--- config.mk ---
export PLATFORM = sky130hd
export DESIGN_NAME = nios_system_ram_loader_flat
export DESIGN_NICKNAME = d
export VERILOG_FILES = /design/src/rtl/nios_system_ram_loader_if.sv /design/src/rtl/nios_system_ram_loader.sv /design/src/flat_wrapper.sv
export SDC_FILE = /design/constraint.sdc
export NUM_CORES = 1
export LEC_CHECK = 0
export ABC_AREA = 1
export CAP_MARGIN = 20
export CORE_MARGIN = 2
export CORE_UTILIZATION = 35
export CTS_CLUSTER_DIAMETER = 200
export CTS_CLUSTER_SIZE = 30
export DETAILED_ROUTE_END_ITERATION = 16
export GPL_ROUTABILITY_DRIVEN = 0
export PLACE_DENSITY = 0.7
export SLEW_MARGIN = 10
export SYNTH_ARGS = -nofsm -noshare
export SYNTH_HDL_FRONTEND = slang
export SYNTH_SLANG_ARGS = --single-unit
--- constraint.sdc ---
create_clock -name clk -period 4.54 [get_ports clk]
set_input_delay 0.681 -clock clk [delete_from_list [all_inputs] [get_ports clk]]
set_output_delay 0.681 -clock clk [all_outputs]
set_load 0.01 [all_outputs]
--- src/rtl/nios_system_ram_loader_if.sv ---
`default_nettype none
// ============================================================================
// Module      : nios_system_ram_loader_if
// Description : Groups the loader's byte-stream sink and its single-port RAM
//               bus. The master modport is the loader's view, and the slave
//               modport is the view of the stream source and the RAM.
// Revision    : 1.0 - initial release
// ============================================================================
interface nios_system_ram_loader_if #(
  parameter int ADDR_W = 10
);
  // Avalon-ST byte sink
  logic [7:0]        snk_data;
  logic              snk_valid;
  logic              snk_eop;
  logic              snk_ready;
  // Single-port RAM bus
  logic [ADDR_W-1:0] ram_address;
  logic [3:0]        ram_byteenable;
  logic              ram_chipselect;
  logic              ram_write;
  logic [31:0]       ram_writedata;
  logic              ram_clken;
  logic [31:0]       ram_readdata;

  modport master (
    input  snk_data, snk_valid, snk_eop, ram_readdata,
    output snk_ready, ram_address, ram_byteenable, ram_chipselect,
           ram_write, ram_writedata, ram_clken
  );

  modport slave (
    output snk_data, snk_valid, snk_eop, ram_readdata,
    input  snk_ready, ram_address, ram_byteenable, ram_chipselect,
           ram_write, ram_writedata, ram_clken
  );
endinterface
`default_nettype wire

--- src/rtl/nios_system_ram_loader.sv ---
`default_nettype none
// ============================================================================
// Module      : nios_system_ram_loader
// Description : Boot loader for the 1024x32 program/data RAM. It packs an
//               8-bit stream little-endian into 32-bit words and writes each
//               word with byte enables. It also tracks the word count and a
//               16-bit byte checksum.
//               Optional read-back verify: define RAM_LOADER_VERIFY_EN.
// Revision    : 1.0 - initial release
// ============================================================================
module nios_system_ram_loader #(
  parameter int DEPTH  = 1024,
  parameter int ADDR_W = $clog2(DEPTH)
) (
  input  logic                    clk,
  input  logic                    reset_n,
  input  logic                    start,
  input  logic [ADDR_W-1:0]       start_addr,
  nios_system_ram_loader_if.master bus,
  output logic                    busy,
  output logic                    done,
  output logic                    error,
  output logic [ADDR_W:0]         word_count,
  output logic [15:0]             checksum
);

  localparam logic [ADDR_W-1:0] c_LAST_ADDR = ADDR_W'(DEPTH - 1);

  typedef enum logic [2:0] {
    ST_IDLE   = 3'd0,
    ST_FILL   = 3'd1,
    ST_WRITE  = 3'd2,
`ifdef RAM_LOADER_VERIFY_EN
    ST_VERIFY = 3'd3,
`endif
    ST_DONE   = 3'd4
  } state_t;

  state_t            r_state;
  state_t            w_next;

  logic [ADDR_W-1:0] r_addr;
  logic [31:0]       r_wdata;
  logic [3:0]        r_be;
  logic [1:0]        r_lane;
  logic              r_eop_word;
  logic [ADDR_W:0]   r_word_count;
  logic [15:0]       r_checksum;
  logic              r_error;

  logic              w_start_ok;
  logic              w_accept;
  logic              w_word_full;
  logic              w_snk_ready;
  logic              w_cs;
  logic              w_we;
  logic [3:0]        w_be_out;
  logic [ADDR_W-1:0] w_ram_addr;
  logic              w_busy;
  logic              w_done;

  // Address arithmetic wraps at DEPTH, which need not be a power of two
  function automatic logic [ADDR_W-1:0] f_addr_inc(input logic [ADDR_W-1:0] a);
    return (a == c_LAST_ADDR) ? '0 : a + ADDR_W'(1);
  endfunction

  assign w_start_ok  = start && (r_state == ST_IDLE || r_state == ST_DONE);
  assign w_accept    = (r_state == ST_FILL) && bus.snk_valid;
  assign w_word_full = w_accept && (r_lane == 2'd3 || bus.snk_eop);

`ifdef RAM_LOADER_VERIFY_EN
  logic [ADDR_W-1:0] r_rd_addr;
  logic [ADDR_W:0]   r_rd_cnt;
  logic [15:0]       r_rsum;
  logic              w_rd_issue;
  logic              w_rd_data_valid;
  logic [3:0]        w_lane_mask;
  logic [15:0]       w_rd_bytes;
  logic [15:0]       w_rsum_final;

  // A read is issued each cycle until every written word has been requested.
  // The cycle after the last request carries the final word's data.
  assign w_rd_issue      = (r_rd_cnt != r_word_count);
  assign w_rd_data_valid = (r_rd_cnt != '0);
  assign w_lane_mask     = w_rd_issue ? 4'hF : r_be;
  assign w_rsum_final    = r_rsum + w_rd_bytes;

  // Sum the returned bytes, with lanes the final word never wrote masked off
  always_comb begin
    w_rd_bytes = '0;
    for (int k = 0; k < 4; k++) begin
      if (w_lane_mask[k]) begin
        w_rd_bytes = w_rd_bytes + 16'(bus.ram_readdata[8*k +: 8]);
      end
    end
  end

  // Read-back address, request count and running read-back sum
  always_ff @(posedge clk or negedge reset_n) begin
    if (!reset_n) begin
      r_rd_addr <= '0;
      r_rd_cnt  <= '0;
      r_rsum    <= '0;
    end else if (w_start_ok) begin
      r_rd_addr <= start_addr;
      r_rd_cnt  <= '0;
      r_rsum    <= '0;
    end else if (r_state == ST_VERIFY) begin
      if (w_rd_issue) begin
        r_rd_addr <= f_addr_inc(r_rd_addr);
        r_rd_cnt  <= r_rd_cnt + (ADDR_W+1)'(1);
      end
      if (w_rd_data_valid) begin
        r_rsum <= w_rsum_final;
      end
    end
  end
`else
  logic w_unused_readdata;
  assign w_unused_readdata = ^bus.ram_readdata;
`endif

  // State register
  always_ff @(posedge clk or negedge reset_n) begin
    if (!reset_n) begin
      r_state <= ST_IDLE;
    end else begin
      r_state <= w_next;
    end
  end

  // Next-state decode and the state-driven bus outputs
  always_comb begin
    w_next      = r_state;
    w_snk_ready = 1'b0;
    w_cs        = 1'b0;
    w_we        = 1'b0;
    w_be_out    = 4'hF;
    w_ram_addr  = r_addr;
    w_busy      = 1'b0;
    w_done      = 1'b0;
    case (r_state)
      ST_IDLE: begin
        if (start) w_next = ST_FILL;
      end
      ST_FILL: begin
        w_snk_ready = 1'b1;
        w_busy      = 1'b1;
        if (w_word_full) w_next = ST_WRITE;
      end
      ST_WRITE: begin
        w_busy   = 1'b1;
        w_cs     = 1'b1;
        w_we     = 1'b1;
        w_be_out = r_be;
        if (r_eop_word) begin
`ifdef RAM_LOADER_VERIFY_EN
          w_next = ST_VERIFY;
`else
          w_next = ST_DONE;
`endif
        end else if (r_addr == c_LAST_ADDR) begin
          w_next = ST_DONE;
        end else begin
          w_next = ST_FILL;
        end
      end
`ifdef RAM_LOADER_VERIFY_EN
      ST_VERIFY: begin
        w_busy     = 1'b1;
        w_cs       = w_rd_issue;
        w_ram_addr = r_rd_addr;
        if (!w_rd_issue) w_next = ST_DONE;
      end
`endif
      ST_DONE: begin
        w_done = 1'b1;
        if (start) w_next = ST_FILL;
      end
      default: w_next = ST_IDLE;
    endcase
  end

  // Word packing, address advance, counters and the sticky error flag
  always_ff @(posedge clk or negedge reset_n) begin
    if (!reset_n) begin
      r_addr       <= '0;
      r_wdata      <= '0;
      r_be         <= '0;
      r_lane       <= '0;
      r_eop_word   <= 1'b0;
      r_word_count <= '0;
      r_checksum   <= '0;
      r_error      <= 1'b0;
    end else if (w_start_ok) begin
      r_addr       <= start_addr;
      r_wdata      <= '0;
      r_be         <= '0;
      r_lane       <= '0;
      r_eop_word   <= 1'b0;
      r_word_count <= '0;
      r_checksum   <= '0;
      r_error      <= 1'b0;
    end else if (w_accept) begin
      r_wdata[{r_lane, 3'b000} +: 8] <= bus.snk_data;
      r_be[r_lane] <= 1'b1;
      r_lane       <= r_lane + 2'd1;
      r_eop_word   <= bus.snk_eop;
      r_checksum   <= r_checksum + {8'h00, bus.snk_data};
    end else if (r_state == ST_WRITE) begin
      r_word_count <= r_word_count + (ADDR_W+1)'(1);
      if (!r_eop_word) begin
        if (r_addr == c_LAST_ADDR) begin
          r_error <= 1'b1;
        end else begin
          // r_be is kept after an eop word so the verify pass can mask it
          r_addr <= f_addr_inc(r_addr);
          r_lane <= '0;
          r_be   <= '0;
        end
      end
`ifdef RAM_LOADER_VERIFY_EN
    end else if (r_state == ST_VERIFY && !w_rd_issue) begin
      if (w_rsum_final != r_checksum) r_error <= 1'b1;
`endif
    end
  end

  assign bus.snk_ready      = w_snk_ready;
  assign bus.ram_address    = w_ram_addr;
  assign bus.ram_byteenable = w_be_out;
  assign bus.ram_chipselect = w_cs;
  assign bus.ram_write      = w_we;
  assign bus.ram_writedata  = r_wdata;
  assign bus.ram_clken      = reset_n;

  assign busy       = w_busy;
  assign done       = w_done;
  assign error      = r_error;
  assign word_count = r_word_count;
  assign checksum   = r_checksum;

endmodule
`default_nettype wire
--- src/flat_wrapper.sv ---
// flat-port wrapper written by rule: the top's interface ports become plain ports
module nios_system_ram_loader_flat 
#(
  parameter int DEPTH  = 1024,
  parameter int ADDR_W = $clog2(DEPTH)
)
  (clk, reset_n, start, start_addr, busy, done, error, word_count, checksum, bus_snk_data, bus_snk_valid, bus_snk_eop, bus_ram_readdata, bus_snk_ready, bus_ram_address, bus_ram_byteenable, bus_ram_chipselect, bus_ram_write, bus_ram_writedata, bus_ram_clken);
  nios_system_ram_loader_if #(.ADDR_W(ADDR_W)) bus_i ();
  input  logic clk;
  input  logic reset_n;
  input  logic start;
  input  logic [ADDR_W-1:0] start_addr;
  output logic busy;
  output logic done;
  output logic error;
  output logic [ADDR_W:0] word_count;
  output logic [15:0] checksum;
  input wire logic [$bits(bus_i.snk_data)-1:0] bus_snk_data;
  input wire logic [$bits(bus_i.snk_valid)-1:0] bus_snk_valid;
  input wire logic [$bits(bus_i.snk_eop)-1:0] bus_snk_eop;
  input wire logic [$bits(bus_i.ram_readdata)-1:0] bus_ram_readdata;
  output wire logic [$bits(bus_i.snk_ready)-1:0] bus_snk_ready;
  output wire logic [$bits(bus_i.ram_address)-1:0] bus_ram_address;
  output wire logic [$bits(bus_i.ram_byteenable)-1:0] bus_ram_byteenable;
  output wire logic [$bits(bus_i.ram_chipselect)-1:0] bus_ram_chipselect;
  output wire logic [$bits(bus_i.ram_write)-1:0] bus_ram_write;
  output wire logic [$bits(bus_i.ram_writedata)-1:0] bus_ram_writedata;
  output wire logic [$bits(bus_i.ram_clken)-1:0] bus_ram_clken;
  assign bus_i.snk_data = bus_snk_data;
  assign bus_i.snk_valid = bus_snk_valid;
  assign bus_i.snk_eop = bus_snk_eop;
  assign bus_i.ram_readdata = bus_ram_readdata;
  assign bus_snk_ready = bus_i.snk_ready;
  assign bus_ram_address = bus_i.ram_address;
  assign bus_ram_byteenable = bus_i.ram_byteenable;
  assign bus_ram_chipselect = bus_i.ram_chipselect;
  assign bus_ram_write = bus_i.ram_write;
  assign bus_ram_writedata = bus_i.ram_writedata;
  assign bus_ram_clken = bus_i.ram_clken;
  nios_system_ram_loader #(.DEPTH(DEPTH), .ADDR_W(ADDR_W)) u_core (.clk(clk), .reset_n(reset_n), .start(start), .start_addr(start_addr), .bus(bus_i), .busy(busy), .done(done), .error(error), .word_count(word_count), .checksum(checksum));
endmodule
==> flow_summary.toml <==
[clocking]
clockBufferDepth = 2
numCtsBuffers = 9
htreeDepth = 3
cts_resized = 0
root_buffer = "clkbuf_16"
clock_latency_ps = 340
cts.sinks = 80
hold_buffers = 0
clkTransAtPathRegs_ps = 60
cts_tree = "yes"
cts_setup_buffers = 0

[critical_path]
cp_slowest_stage_delay_ps = 570
slowest_stage = "clkdlybuf4s50_1"
crit_chain = "clkdlybuf4s50_1 > nand3_4 > inv_4 > nor2_4 > o21ai_0 > o31ai_1"
worstPathMaxFanout = 42
required_ps = 4750
critPathKind = "in2reg"
worstSetupEndpointType = "register"
start_kind = "input pin"
crit_arrival_ps = 2690

[power_and_ir_drop]
combPwrFrac_pct = 44.8
peakVddDrop_uv = 220
power_switching_share_pct = 39.5
power_density_mw_per_mm2 = 576
pwr-share-seq_pct = 31.8
switching_power_mw = 1.36
p_int_mw = 2.09
leakagePower_nw = 2.81
finalPower_mw = 3.45
clkPwrFrac_pct = 23.4

[yosys]
synth.area.mux_share_pct = 0
yosys.area_share.simple_pct = 31.1
netlist_area_mm2 = 0.00454
postSynthNetCount = 640
ys_seq_area_share_pct = 44.1
synth_compound_area_share_pct = 10.7
synthArstFlopShare_pct = 100
synthXorXnorAreaFrac_pct = 1.16
synth_cell_type_count = 39
synth_top_family_by_area = "simple AND/OR/NAND/NOR gates"
synthCells = 570
ys_seq_elements = 80
ys.flop_type = "dfrtp_1"
synth_edf_count = 0
yosysWarningCount = 0
avgSynthCellArea_um2 = 7.96
synthAdderAreaFrac_pct = 4.30

[placed_design]
dp_hpwl_mm = 8.91
port_buffers = 102
dpl-instance-area_mm2 = 0.00565

[sta]
finalCriticalPeriod_ps = 2480
finalHoldViolCount = 0
clock.fmax_ghz = 0.403
fin_setup_tns_ps = 0
fin_crit_sh_pct = 54.6
skew_ps = 5.94
worst_pin_slew_ps = 594
setup_viol = 0
slew-limit-headroom_pct = 60.4
rsz0062_at_grt = "false"
final_max_slew_viol_count = 0

[drt]
drt-pass1-iter-count = 5
ant_nets = 0
drt_iter0_drc = 286
drc_errors = 0
wirelength_mm = 12.3
via_count = 4214
wl_per_cell_um = 14.5
via_per_inst = 4.98

[die]
dieArea_mm2 = 0.0139
core_mm2 = 0.0126
start_util_pct = 35.9
num_rows = 41
io_pins = 135
die_x_um = 118
die_h_um = 118

[global_routing]
grt_usage_pct = 18.2
grtUsageMet1_pct = 22.5
grt_max_degree = 81
grt_overflow = 0
use_met2_pct = 30.5
busiest_layer = "met2"
antenna_found_initial = 0
grt_pass1_vias = 4128
grt_first_pass_wirelength_mm = 20.4
grt_use_met3_pct = 4.41

[cells_and_area]
fin_nets = 739
syn_to_final_growth_pct = 32.3
layout-drive-gt1-share_pct = 7.72
antenna_cells = 0
final_util_pct = 47.5
fin_area_mm2 = 0.00600

[run]
drv_cap = 0

[worst_hold_path]
hold_class = "in2async"

[outcome]
outcome = "finished clean"
-- path summary, 6_finish.rpt --
kind,depth (start not counted),endpoint,start,slack (ps)
setup / recovery,6,u_core.bus.ram_writedata[1],start,2060
hold / removal,2,u_core.word_count[10],reset_n,420
setup reg to reg,6,u_core.bus.ram_writedata[1],u_core.r_state[1],2450
hold reg to reg,2,u_core.bus.ram_writedata[13],u_core.bus.ram_writedata[13],500
max in group asynchronous,3,u_core.bus.ram_writedata[25],reset_n,3510
min in group clk,2,u_core.bus.ram_writedata[13],u_core.bus.ram_writedata[13],500
-- registers in the layout (all words and copies together) (netlist names) --
name and cells:
u_core.r_state 3, u_core.bus.ram_writedata 32, u_core.bus.ram_address 10, u_core.r_eop_word 1, u_core.r_lane 2, u_core.r_be 4, u_core.checksum 16, u_core.word_count 11
u_core.error 1
-- power by group through the flow --
stage	clock network (mW)	logic [mW]	registers (mW)
6_report	0.807	1.55	1.10
5_1_grt	0.862	1.72	1.13
4_1_cts	0.824	1.56	1.10
3_5_place_dp	0	1.55	1.11
3_3_place_gp	0	1.51	1.10
2_1_floorplan	0	0.924	1.14
-- synthesized netlist by cell type, types with 2 or more instances --
library cell	instances	area share, %
nand2_1	147	12
dfrtp_1	80	44
inv_1	62	5.1
nand3_1	62	6.8
nor2_1	50	4.1
a21oi_1	31	3.4
o21ai_0	31	3.4
ha_1	14	3.9
buf_4	8	1.3
o31ai_1	8	1.3
nand2_2	6	0.83
nand4_1	6	0.83
nor3_1	6	0.66
o21ai_1	6	0.66
buf_6	5	1.2
inv_2	5	0.41
nand3_4	4	1.5
nor2_2	4	0.55
xor2_1	4	0.77
a22o_1	3	0.58
buf_2	3	0.33
nand2_4	3	0.74
nor2_4	3	0.74
a21oi_2	2	0.39
nand4_2	2	0.55
xnor2_1	2	0.39
-- through the flow --
stage          worst slack [ps]  hold slack (ps)  std cells
6_report                   2060              421        846
5_1_grt                    1900              465        846
4_1_cts                    2070              508        845
3_5_place_dp               1710              494        829
3_3_place_gp               1770              490        829
2_1_floorplan              2570              385        570
-- routing by layer --
layer,part of all wire (%),vias to the layer above
li1,-,2055
met1,44,2013
met2,49,128
met3,5.8,18
met4,1.8,0
met5,0,-
-- critical path, delay by kind of cell --
family          cells  cell delay (ps)
compound gates      2              290
simple gates        2              650
buf+inv             2             1040
-- logic make-up after synthesis --
kind of cell | count (synthesis)
AOI/OAI and AO/OA | 86
buffers and inverters | 84
xor gates and xnor gates | 6
and+or+nand+nor | 299
adders and majority gates | 15
DFF | 80
-- layout make-up --
class | count | area, µm²
Clock inverter | 2 | 60.1
Clock buffer | 14 | 274
Sequential cell | 80 | 2000
Timing Repair Buffer | 104 | 1050
Inverter | 68 | 258
Multi-Input combinational cell | 406 | 2140
Tap cell | 172 | 215
Fill cell | 1251 | 6620
-- cell usage in the layout (no fill, tap or decap), types with 8 or more instances in the layout --
cell type        instances
nor2_1                  50
dfrtp_1                 80
nand2_1                147
o21ai_0                 31
inv_1                   62
ha_1                    14
nand3_1                 62
o31ai_1                  8
a21oi_1                 31
clkbuf_16                9
clkdlybuf4s50_1        101
Note: power is estimated with default switching activity, not from simulation.
